===== src/rtl/uart_transmitter.sv =====
// rtl/uart_transmitter.sv - 8N1 UART transmitter with valid/ready byte intake
module uart_transmitter #(
   parameter int CLOCK_FREQ = 125_000_000,
   parameter int BAUD_RATE  = 115_200
) (
   input  logic       clk,
   input  logic       rst_n,
   input  logic [7:0] data_in,
   input  logic       data_in_valid,
   output logic       data_in_ready,
   output logic       serial_out
);

   localparam int SYMBOL_EDGE_TIME    = CLOCK_FREQ / BAUD_RATE;
   localparam int CLOCK_COUNTER_WIDTH = $clog2(SYMBOL_EDGE_TIME);

   localparam logic [CLOCK_COUNTER_WIDTH-1:0] LAST_CYCLE = CLOCK_COUNTER_WIDTH'(SYMBOL_EDGE_TIME - 1);
   localparam logic [CLOCK_COUNTER_WIDTH-1:0] CNT_ZERO   = '0;
   localparam logic [CLOCK_COUNTER_WIDTH-1:0] CNT_ONE    = CLOCK_COUNTER_WIDTH'(1);

   // A bit must last at least two clocks so the counter has a distinct terminal value.
   if (SYMBOL_EDGE_TIME < 2) begin : g_bad_symbol_time
      $error("uart_transmitter: CLOCK_FREQ / BAUD_RATE must be at least 2");
   end

   typedef enum logic [1:0] {
      IDLE  = 2'd0,
      START = 2'd1,
      DATA  = 2'd2,
      STOP  = 2'd3
   } state_t;

   state_t                         state_q, state_d;
   logic [7:0]                     shift_q, shift_d;
   logic [2:0]                     bit_idx_q, bit_idx_d;
   logic [CLOCK_COUNTER_WIDTH-1:0] cycle_cnt_q, cycle_cnt_d;
   logic                           serial_q, serial_d;
   logic                           ready_q, ready_d;

   logic       bit_done;
   logic [2:0] next_idx;

   assign bit_done = (cycle_cnt_q == LAST_CYCLE);
   assign next_idx = bit_idx_q + 3'd1;

   // Next-state logic: the line level for the upcoming bit is decided here so it is launched from a flop.
   always_comb begin
      state_d     = state_q;
      shift_d     = shift_q;
      bit_idx_d   = bit_idx_q;
      cycle_cnt_d = cycle_cnt_q;
      serial_d    = serial_q;
      ready_d     = ready_q;
      unique case (state_q)
         IDLE: begin
            if (data_in_valid) begin
               shift_d     = data_in;
               state_d     = START;
               serial_d    = 1'b0;
               ready_d     = 1'b0;
               cycle_cnt_d = CNT_ZERO;
            end
         end
         START: begin
            if (bit_done) begin
               cycle_cnt_d = CNT_ZERO;
               state_d     = DATA;
               bit_idx_d   = 3'd0;
               serial_d    = shift_q[0];
            end else begin
               cycle_cnt_d = cycle_cnt_q + CNT_ONE;
            end
         end
         DATA: begin
            if (bit_done) begin
               cycle_cnt_d = CNT_ZERO;
               if (bit_idx_q == 3'd7) begin
                  // Index holds at 7 rather than wrapping into the stop bit.
                  state_d  = STOP;
                  serial_d = 1'b1;
               end else begin
                  bit_idx_d = next_idx;
                  serial_d  = shift_q[next_idx];
               end
            end else begin
               cycle_cnt_d = cycle_cnt_q + CNT_ONE;
            end
         end
         STOP: begin
            if (bit_done) begin
               cycle_cnt_d = CNT_ZERO;
               state_d     = IDLE;
               ready_d     = 1'b1;
               serial_d    = 1'b1;
            end else begin
               cycle_cnt_d = cycle_cnt_q + CNT_ONE;
            end
         end
         default: begin
            state_d  = IDLE;
            ready_d  = 1'b1;
            serial_d = 1'b1;
         end
      endcase
   end

   // State and output flops; async reset drives the line to mark immediately.
   always_ff @(posedge clk or negedge rst_n) begin
      if (!rst_n) begin
         state_q     <= IDLE;
         shift_q     <= 8'h00;
         bit_idx_q   <= 3'd0;
         cycle_cnt_q <= CNT_ZERO;
         serial_q    <= 1'b1;
         ready_q     <= 1'b1;
      end else begin
         state_q     <= state_d;
         shift_q     <= shift_d;
         bit_idx_q   <= bit_idx_d;
         cycle_cnt_q <= cycle_cnt_d;
         serial_q    <= serial_d;
         ready_q     <= ready_d;
      end
   end

   assign serial_out    = serial_q;
   assign data_in_ready = ready_q;

endmodule


===== config.mk =====
export PLATFORM = sky130hd
export DESIGN_NAME = uart_transmitter
export DESIGN_NICKNAME = d
export VERILOG_FILES = /design/src/rtl/uart_transmitter.sv
export SDC_FILE = /design/constraint.sdc
export NUM_CORES = 1
export LEC_CHECK = 0
export BUFFER_PORTS_ARGS = -buffer_cell sky130_fd_sc_hd__buf_4
export CORE_MARGIN = 2
export CORE_UTILIZATION = 51
export CTS_BUF_LIST = sky130_fd_sc_hd__clkbuf_8
export CTS_CLUSTER_SIZE = 16
export DETAILED_ROUTE_END_ITERATION = 10
export PLACE_DENSITY = 0.71
export SLEW_MARGIN = 20
export SYNTH_ARGS = -nofsm -noshare
export SYNTH_HDL_FRONTEND = slang
export SYNTH_SLANG_ARGS = --single-unit

===== constraint.sdc =====
create_clock -name clk -period 2 [get_ports clk]
set_input_delay 0 -clock clk [delete_from_list [all_inputs] [get_ports clk]]
set_output_delay 0 -clock clk [all_outputs]
set_load 0.01 [all_outputs]

==> results of run 1 <==
[placed cells by master (no fill, tap or decap), types with 2 or more instances in the layout]
cell type,count
nand2_1,12
a21oi_1,6
a31oi_1,7
clkbuf_8,3
nor2b_1,2
a22o_1,5
nand2b_1,4
o22ai_1,2
nand4_1,3
o21a_1,2
ha_1,8
buf_4,16
a21o_1,2
inv_1,5
a41oi_1,2
dlygate4sd3_1,10
nand3_1,3
nor3_1,2
dfrtp_1,24
mux2i_1,3
mux2_2,12
o21ai_0,8
nor2_1,3
dfstp_2,2
and3_1,2
[cells by family (layout without fill, tap and decap cells)]
| group | count (synthesis) | after routing | synth area share, % |
|---|---|---|---|
| flops | 26 | 26 | 43.8 |
| fa+ha+maj | 9 | 9 | 7.56 |
| buf+inv | 10 | 34 | 3.02 |
| compound gates | 37 | 37 | 16.6 |
| simple gates | 41 | 41 | 16.4 |
| mux | 16 | 16 | 12.6 |
[state kept, by name, summed over array words and instances (netlist names)]
name / flops
cycle_cnt_q: 11
shift_q: 8
bit_idx_q: 3
state_q: 2
data_in_ready: 1
serial_out: 1
[area by class of cell]
class / instances / area (um^2)
fillers: 223 / 986
inverters: 4 / 15.0
clock buffers: 3 / 41.3
flip-flops and latches: 26 / 653
clock inverters: 1 / 3.75
multi-input cells: 103 / 800
well taps: 31 / 38.8
repair buffers: 26 / 220
[routing by layer]
metal | up-vias | global-route usage [%] | routed length (um)
met4 | 0 | 5.65 | 34
met5 | - | 0 | 0
met3 | 4 | 3.57 | 88
met2 | 24 | 35.7 | 1550
met1 | 566 | 25.0 | 1300
li1 | 568 | - | -
[synthesized netlist by cell type (3+ instances only)]
cell type,n,area share (%)
a21oi_1,6,2.0
a22o_1,5,2.9
a31oi_1,7,2.9
clkbuf_1,4,1.0
dfrtp_1,24,40
ha_1,9,7.6
inv_1,4,1.0
mux2_2,12,9.1
mux2i_1,3,2.0
nand2_1,12,3.0
nand2b_1,4,1.7
nand3_1,3,1.0
nand4_1,3,1.3
nor2_1,3,0.76
nor3_1,3,1.0
o21ai_0,8,2.7
[through the flow]
stage | hold slack (ps) | power [mW]
global placement | -77.3 | 1.80
global route | 191 | 2.36
detailed placement | -74.6 | 1.87
finish | 159 | 2.19
CTS | 175 | 2.18
floorplan | -296 | 1.60
[power by group through the flow]
| stage | logic, mW | clock network (mW) | registers [mW] |
|---|---|---|---|
| 2_1_floorplan | 0.712 | 0 | 0.884 |
| 3_3_place_gp | 0.882 | 0 | 0.914 |
| 3_5_place_dp | 0.934 | 0 | 0.934 |
| 4_1_cts | 0.956 | 0.301 | 0.924 |
| 5_1_grt | 1.08 | 0.324 | 0.953 |
| 6_report | 0.958 | 0.303 | 0.924 |
[timing repair]
action	CTS	global route
hold buffers	10	0
resized for setup	0	2
endpoints found under the hold margin	35	0
setup endpoints to repair	0	1
[worst paths after layout]
kind	to
worst max-delay path	state_q[1]
max in group asynchronous	serial_out
worst min register to register	cycle_cnt_q[9]
worst min-delay path	cycle_cnt_q[10]
min in group clk	cycle_cnt_q[2]
worst max register to register	state_q[1]
==> reports/qor.txt, run 1 <==
status = completed
combinational cell fraction of total power = 43.8%
startpoint types = flop
TritonCTS Buffers = 3
Area Growth Syn to Fin = 18.9%
post-synth cell types = 37
Pleak = 0.789 nW
Final Hold Vio Count = 0
part of the Yosys area used for sequential elements = 43.8%
initial antenna violation count = 0
worst-path fanout max = 7
EDFF count, synth = 0
Rel. slew slack = 60.2%
crit-path max cell delay = 400 ps
switch share = 37.8%
Skew-Pair Late Insertion Delay = 270 ps
Crit. Startpoint = cycle_cnt_q[1]
clk buf depth = 2
total global-route track usage = 20.1%
non-filler cells, final = 194
final core occ = 64.2%
CTS tree = built
Chip Width = 58.1 um
Final setup viols = 0
Hold Crit Class = input pin to asynchronous set/reset pin
gr ovfl total = 0
CTS root buf = clkbuf_8
period utilization = 92.5%
Slowest-stage cell, CP = dfrtp_1
clk sink count = 26
post-synthesis area per instance = 10.7 um^2
setup_tns = 0 ps
Yosys warnings = 0
Clk pin slew, worst setup/hold paths = 90 ps
Yosys reg bits = 26
Critical Path Sink Type = flop
Stages on worst setup path = 6
unrepaired setup endpoints after global routing = no
Cell Int Power = 1.36 mW
Setup CP Type = flop to flop
CP Buf/Inv Count = 1
Synthesized Nets = 159
main flop type after synthesis = dfrtp_1
Vias/cell = 5.99
flop-to-flop setup slack = 150 ps
Place WS = 120 ps
Initial DRT Pass Iterations = 4
DP Cell Count = 180
NetSw = 0.827 mW
Rows = 19
CP arrival = 2010 ps
first-pass GRT wire length = 5190 um
Post-synth ARST share = 100%
design area = 0.00177 mm^2
core box area = 0.00276 mm^2
die height = 58.1 um
pin count of the biggest net entering global routing = 27
detailed-route DRC error count = 0
skew final = 2.28 ps
Flop pwr share = 42.3%
H-Tree Depth = 1
starting density of the core = 54.0%
GPL Wtd Cong = 0.862
power per standard cell area = 1230 mW/mm^2
Max VDD drop = 0.962 mV
Post-Syn Instances = 139
share of cells above drive strength 1 = 25.8%
Fmax = 540 MHz
Worst EP required = 2160 ps
Worst-Margin Slew = 596 ps
max-cap violation count = 0
vias in the first global route = 1154
Port Buffers = 12
total number of vias = 1162
RR Startpoint = cycle_cnt_q[1]
worst reg-to-reg path cell count = 6
Die ar. = 0.00337 mm^2
initial DRC count = 25
Final Max Slew Viols = 0
Top delay family on crit path = simple AND/OR/NAND/NOR gates
min cycle time layout = 1850 ps
Ant. Diodes = 0
power share of the clock group = 13.9%
Antenna Nets Post-Route = 0
nets = 184
Post-CTS Setup Repair Bufs = 0
I/O pins = 13
Post-DP Area = 0.00162 mm^2
crit-path cells = inv_1, ha_1, and4bb_2, a31oi_1, nor3_2, mux2_2
DP HPWL = 2180 um
Final Worst Setup Slack = 150 ps
Wirelength per Cell = 15.3 um
Mapped Area = 0.00149 mm^2
Routed WL = 2970 um
(Power assumes the default switching activity.)
==> run 2: changes to the inputs <==
Clock period 2 ns to 1.83 ns, I/O delays scaled along.
==> reports/qor.txt, run 2 (synthesized netlist as in run 1, its figures left out) <==
skew final = 2.10 ps
Slowest-stage cell, CP = or4_4
fillers = 203
detailed-route DRC error count = 0
Critical Path Sink Type = flop
Top delay family on crit path = simple AND/OR/NAND/NOR gates
pin count of the biggest net entering global routing = 27
Initial DRT Pass Iterations = 4
status = completed
die height = 58.1 um
period utilization = 96.0%
Vias/cell = 5.94
Hold Crit Class = input pin to asynchronous set/reset pin
Worst EP required = 2000 ps
worst reg-to-reg path cell count = 5
endpoint of the worst-slack reg-to-reg timing path = cycle_cnt_q[10]
vias in the first global route = 1203
FF/Latch Area = 653 um^2
Chip Width = 58.1 um
max-cap violation count = 0
DP HPWL = 2200 um
Die ar. = 0.00337 mm^2
Routed WL = 3190 um
Regs by FF count = cycle_cnt_q x11, shift_q x8, bit_idx_q x3
Setup CP Type = flop to flop
TritonCTS Buffers = 3
Final setup viols = 0
worst-path fanout max = 4
startpoint types = flop
CP arrival = 1920 ps
I/O pins = 13
Ant. Diodes = 0
Worst-Margin Slew = 377 ps
crit-path cells = ha_2, nand2_2, or4_4, a21o_1, a22o_1
GPL Wtd Cong = 0.888
WHS = 163 ps
max reg flops = 11
clk buf depth = 2
Rows = 19
CTS root buf = clkbuf_8
Antenna Nets Post-Route = 0
Largest Register = cycle_cnt_q
initial DRC count = 36
starting density of the core = 54.0%
Area Growth Syn to Fin = 24.3%
Rel. slew slack = 74.8%
most frequent cells in the layout = 24 x dfrtp_1, 21 x buf_4, 12 x mux2_2
CTS tree = built
non-filler cells, final = 199
Skew-Pair Late Insertion Delay = 270 ps
Max VDD drop = 1.13 mV
nets = 189
total number of vias = 1183
multi-input logic area = 817 um^2
CP Buf/Inv Count = 0
clk sink count = 26
Fmax = 569 MHz
flop-to-flop setup slack = 70 ps
core box area = 0.00276 mm^2
RR Startpoint = cycle_cnt_q[0]
DP Cell Count = 184
Pleak = 0.828 nW
Final Max Slew Viols = 0
commonest non-fill, non-tap cell in the layout = dfrtp_1
first-pass GRT wire length = 5200 um
crit-path max cell delay = 520 ps
H-Tree Depth = 1
min cycle time layout = 1760 ps
power per standard cell area = 1420 mW/mm^2
share of cells above drive strength 1 = 30.4%
Final Hold Vio Count = 0
Wirelength per Cell = 16.0 um
Clk pin slew, worst setup/hold paths = 90 ps
gr ovfl total = 0
initial antenna violation count = 0
Port Buffers = 12
total global-route track usage = 20.2%
==> run 2: cell types whose count changed in the layout (fill, tap and decap cells not counted), sizes merged <==
cell	delta
inv	-1
bufinv	+1
buf	+5
==> run 2: worst register-to-register path, cell delays in order, from the launching register on <==
cell and delay, ps:
dfrtp_1 400, ha_2 230, nand2_2 90, or4_4 520
a21o_1 190, a22o_1 220
==> run 2: worst max path at each step <==
stage,from,end,depth (start not counted)
finish,cycle_cnt_q[0],cycle_cnt_q[10],5
global route,cycle_cnt_q[1],state_q[0],6
CTS,cycle_cnt_q[0],cycle_cnt_q[10],5
detailed placement,cycle_cnt_q[0],state_q[1],6
global placement,cycle_cnt_q[0],state_q[1],6
floorplan,state_q[0],state_q[1],7
==> run 2: area by class of cell <==
class	count	share of cell area, %
Timing Repair Buffer	31	13.9
Inverter	4	0.810
Clock buffer	3	2.23
Multi-Input combinational cell	103	44.1
Clock inverter	1	1.62
Sequential cell	26	35.2
Tap cell	31	2.09
==> run 2: what timing repair did <==
item,in CTS,in global routing
gates resized for setup,2,5
setup buffers,0,1
setup endpoints to repair,2,6
pin swaps,0,1
hold endpoints to repair,35,0
hold buffers,10,0
==> run 2: routing by layer <==
| metal | GRT usage (%) | wire (um) |
|---|---|---|
| met1 | 22.2 | 1330 |
| met3 | 3.35 | 70 |
| met2 | 39.3 | 1770 |
| met5 | 0 | 0 |
| met4 | 5.98 | 13 |
==> run 2: through the flow <==
stage | worst slack [ps] | setup TNS, ps | instance area (um^2) | total power, mW | utilization [%]
floorplan | 30.8 | 0 | 1490 | 1.74 | -
global placement | 47.3 | 0 | 1650 | 2.00 | 59.8
detailed placement | -11.6 | -11.6 | 1650 | 2.07 | 59.8
CTS | 22.0 | 0 | 1830 | 2.58 | 66.3
global route | -5.64 | -5.64 | 1850 | 2.82 | 67.2
finish | 73.0 | 0 | 1850 | 2.63 | 67.2
==> run 2: power by group <==
group	switching [mW]	internal (mW)
Clock	0.183	0.293
Combinational	0.557	0.591
Sequential	0.207	0.799
Total	0.946	1.68
==> run 3: changes to the inputs <==
Settings changed: PLACE_DENSITY 0.71 to default, PLACE_DENSITY_LB_ADDON from default to 0.08.
Clock period 1.83 ns to 2.2 ns, I/O delays scaled along.
==> reports/qor.txt, run 3 (synthesized netlist as in run 1, its figures left out) <==
status = completed
post-CTS sizing = 0
WL met3 = 84 um
flop-to-flop setup slack = 230 ps
worst-path fanout max = 9
Final Hold Vio Count = 0
Vias/cell = 6.03
multi-input logic area = 792 um^2
H-Tree Depth = 1
skew final = 3.06 ps
Hold Crit Class = input pin to asynchronous set/reset pin
Largest Register = cycle_cnt_q
final core occ = 63.8%
Pleak = 0.780 nW
setup_tns = 0 ps
Skew-Pair Late Insertion Delay = 270 ps
CTS tree = built
TritonCTS Buffers = 3
Worst-Margin Slew = 503 ps
crit-path max cell delay = 410 ps
fillers = 218
power per standard cell area = 1140 mW/mm^2
Slowest-stage cell, CP = dfrtp_1
non-filler cells, final = 192
Fmax = 507 MHz
FF/Latch Area = 653 um^2
Max VDD drop = 0.840 mV
starting density of the core = 54.0%
CTS root buf = clkbuf_8
overall power = 2.01 mW
most frequent CP cell = nor3_1
Antenna Nets Post-Route = 0
Top delay family on crit path = simple AND/OR/NAND/NOR gates
Setup CP Type = flop to flop
gr ovfl total = 0
first-pass GRT wire length = 5200 um
unrepaired setup endpoints after global routing = no
startpoint types = flop
Ant. Diodes = 0
vias in the first global route = 1095
share of cells above drive strength 1 = 24.2%
Rows = 19
Chip Width = 58.1 um
DP HPWL = 2140 um
Initial DRT Pass Iterations = 4
worst reg-to-reg path cell count = 6
DP Cell Count = 178
WHS = 171 ps
Die ar. = 0.00337 mm^2
Clk pin slew, worst setup/hold paths = 90 ps
GPL Wtd Cong = 0.832
design area = 0.00176 mm^2
Routed WL = 3040 um
detailed-route DRC error count = 0
met1 wire length = 1530 um
top sig layer = met4
max-cap violation count = 0
initial DRC count = 24
clk sink count = 26
initial antenna violation count = 0
Regs by FF count = cycle_cnt_q x11, shift_q x8, bit_idx_q x3
crit-path cells = inv_1, ha_1, nor3_1, a31oi_1, nor3_1, mux2_2
total global-route track usage = 20.1%
Place WS = 267 ps
most frequent cells in the layout = 24 x dfrtp_1, 14 x buf_4, 12 x nand2_1, 12 x mux2_2, 10 x dlygate4sd3_1
core box area = 0.00276 mm^2
clk buf depth = 2
Critical Path Sink Type = flop
RR Startpoint = state_q[0]
Area Growth Syn to Fin = 18.1%
Rel. slew slack = 66.4%
Crit. Startpoint = state_q[0]
endpoint of the worst-slack reg-to-reg timing path = state_q[1]
period utilization = 89.7%
die height = 58.1 um
pin count of the biggest net entering global routing = 27
Final setup viols = 0
Worst EP required = 2360 ps
total number of vias = 1157
I/O pins = 13
CP arrival = 2130 ps
Port Buffers = 12
nets = 182
max reg flops = 11
Wirelength per Cell = 15.8 um
Post-DP Area = 0.00160 mm^2
Final Max Slew Viols = 0
min cycle time layout = 1970 ps
commonest non-fill, non-tap cell in the layout = dfrtp_1
met2 wire length = 1410 um
CP Buf/Inv Count = 1
Final Worst Setup Slack = 227 ps
run 3: final cells by class:
cell class | count | share of cell area (%)
clock buffers | 4 | 3.13
multi-input cells | 103 | 45.0
well taps | 31 | 2.20
repair buffers | 24 | 11.7
flip-flops and latches | 26 | 37.1
inverters | 4 | 0.853
run 3: worst register-to-register path, cell delays in order (launching register included):
cell and delay, ps:
dfrtp_1 410, inv_1 100, ha_1 310, nor3_1 250, a31oi_1 110, nor3_1 320, mux2_2 370
run 3: worst max path at each step:
stage                 end  slack [ps]  depth (start not counted)
2_1_floorplan  state_q[1]         400                          7
3_3_place_gp   state_q[1]         350                          6
3_5_place_dp   state_q[1]         270                          6
4_1_cts        state_q[1]         250                          6
5_1_grt        state_q[1]         120                          6
6_report       state_q[1]         230                          6
run 3: timing repair:
| action | 4_1_cts | 5_1_grt |
|---|---|---|
| hold buffers | 10 | 0 |
| buffers inserted | 0 | 0 |
| endpoints found under the hold margin | 35 | 0 |
| endpoints found under the setup margin | 0 | 0 |
run 3: per-layer routing:
layer  GRT usage, %  vias up
li1               -      564
met5              0        -
met4           4.98        0
met1           30.1      574
met3           2.68        2
met2           30.8       17
run 3: report_power, final:
part           total, mW  switching [mW]  internal [mW]
clock network      0.307           0.147          0.160
registers          0.856           0.191          0.666
logic              0.845           0.418          0.427
total               2.01           0.755           1.25
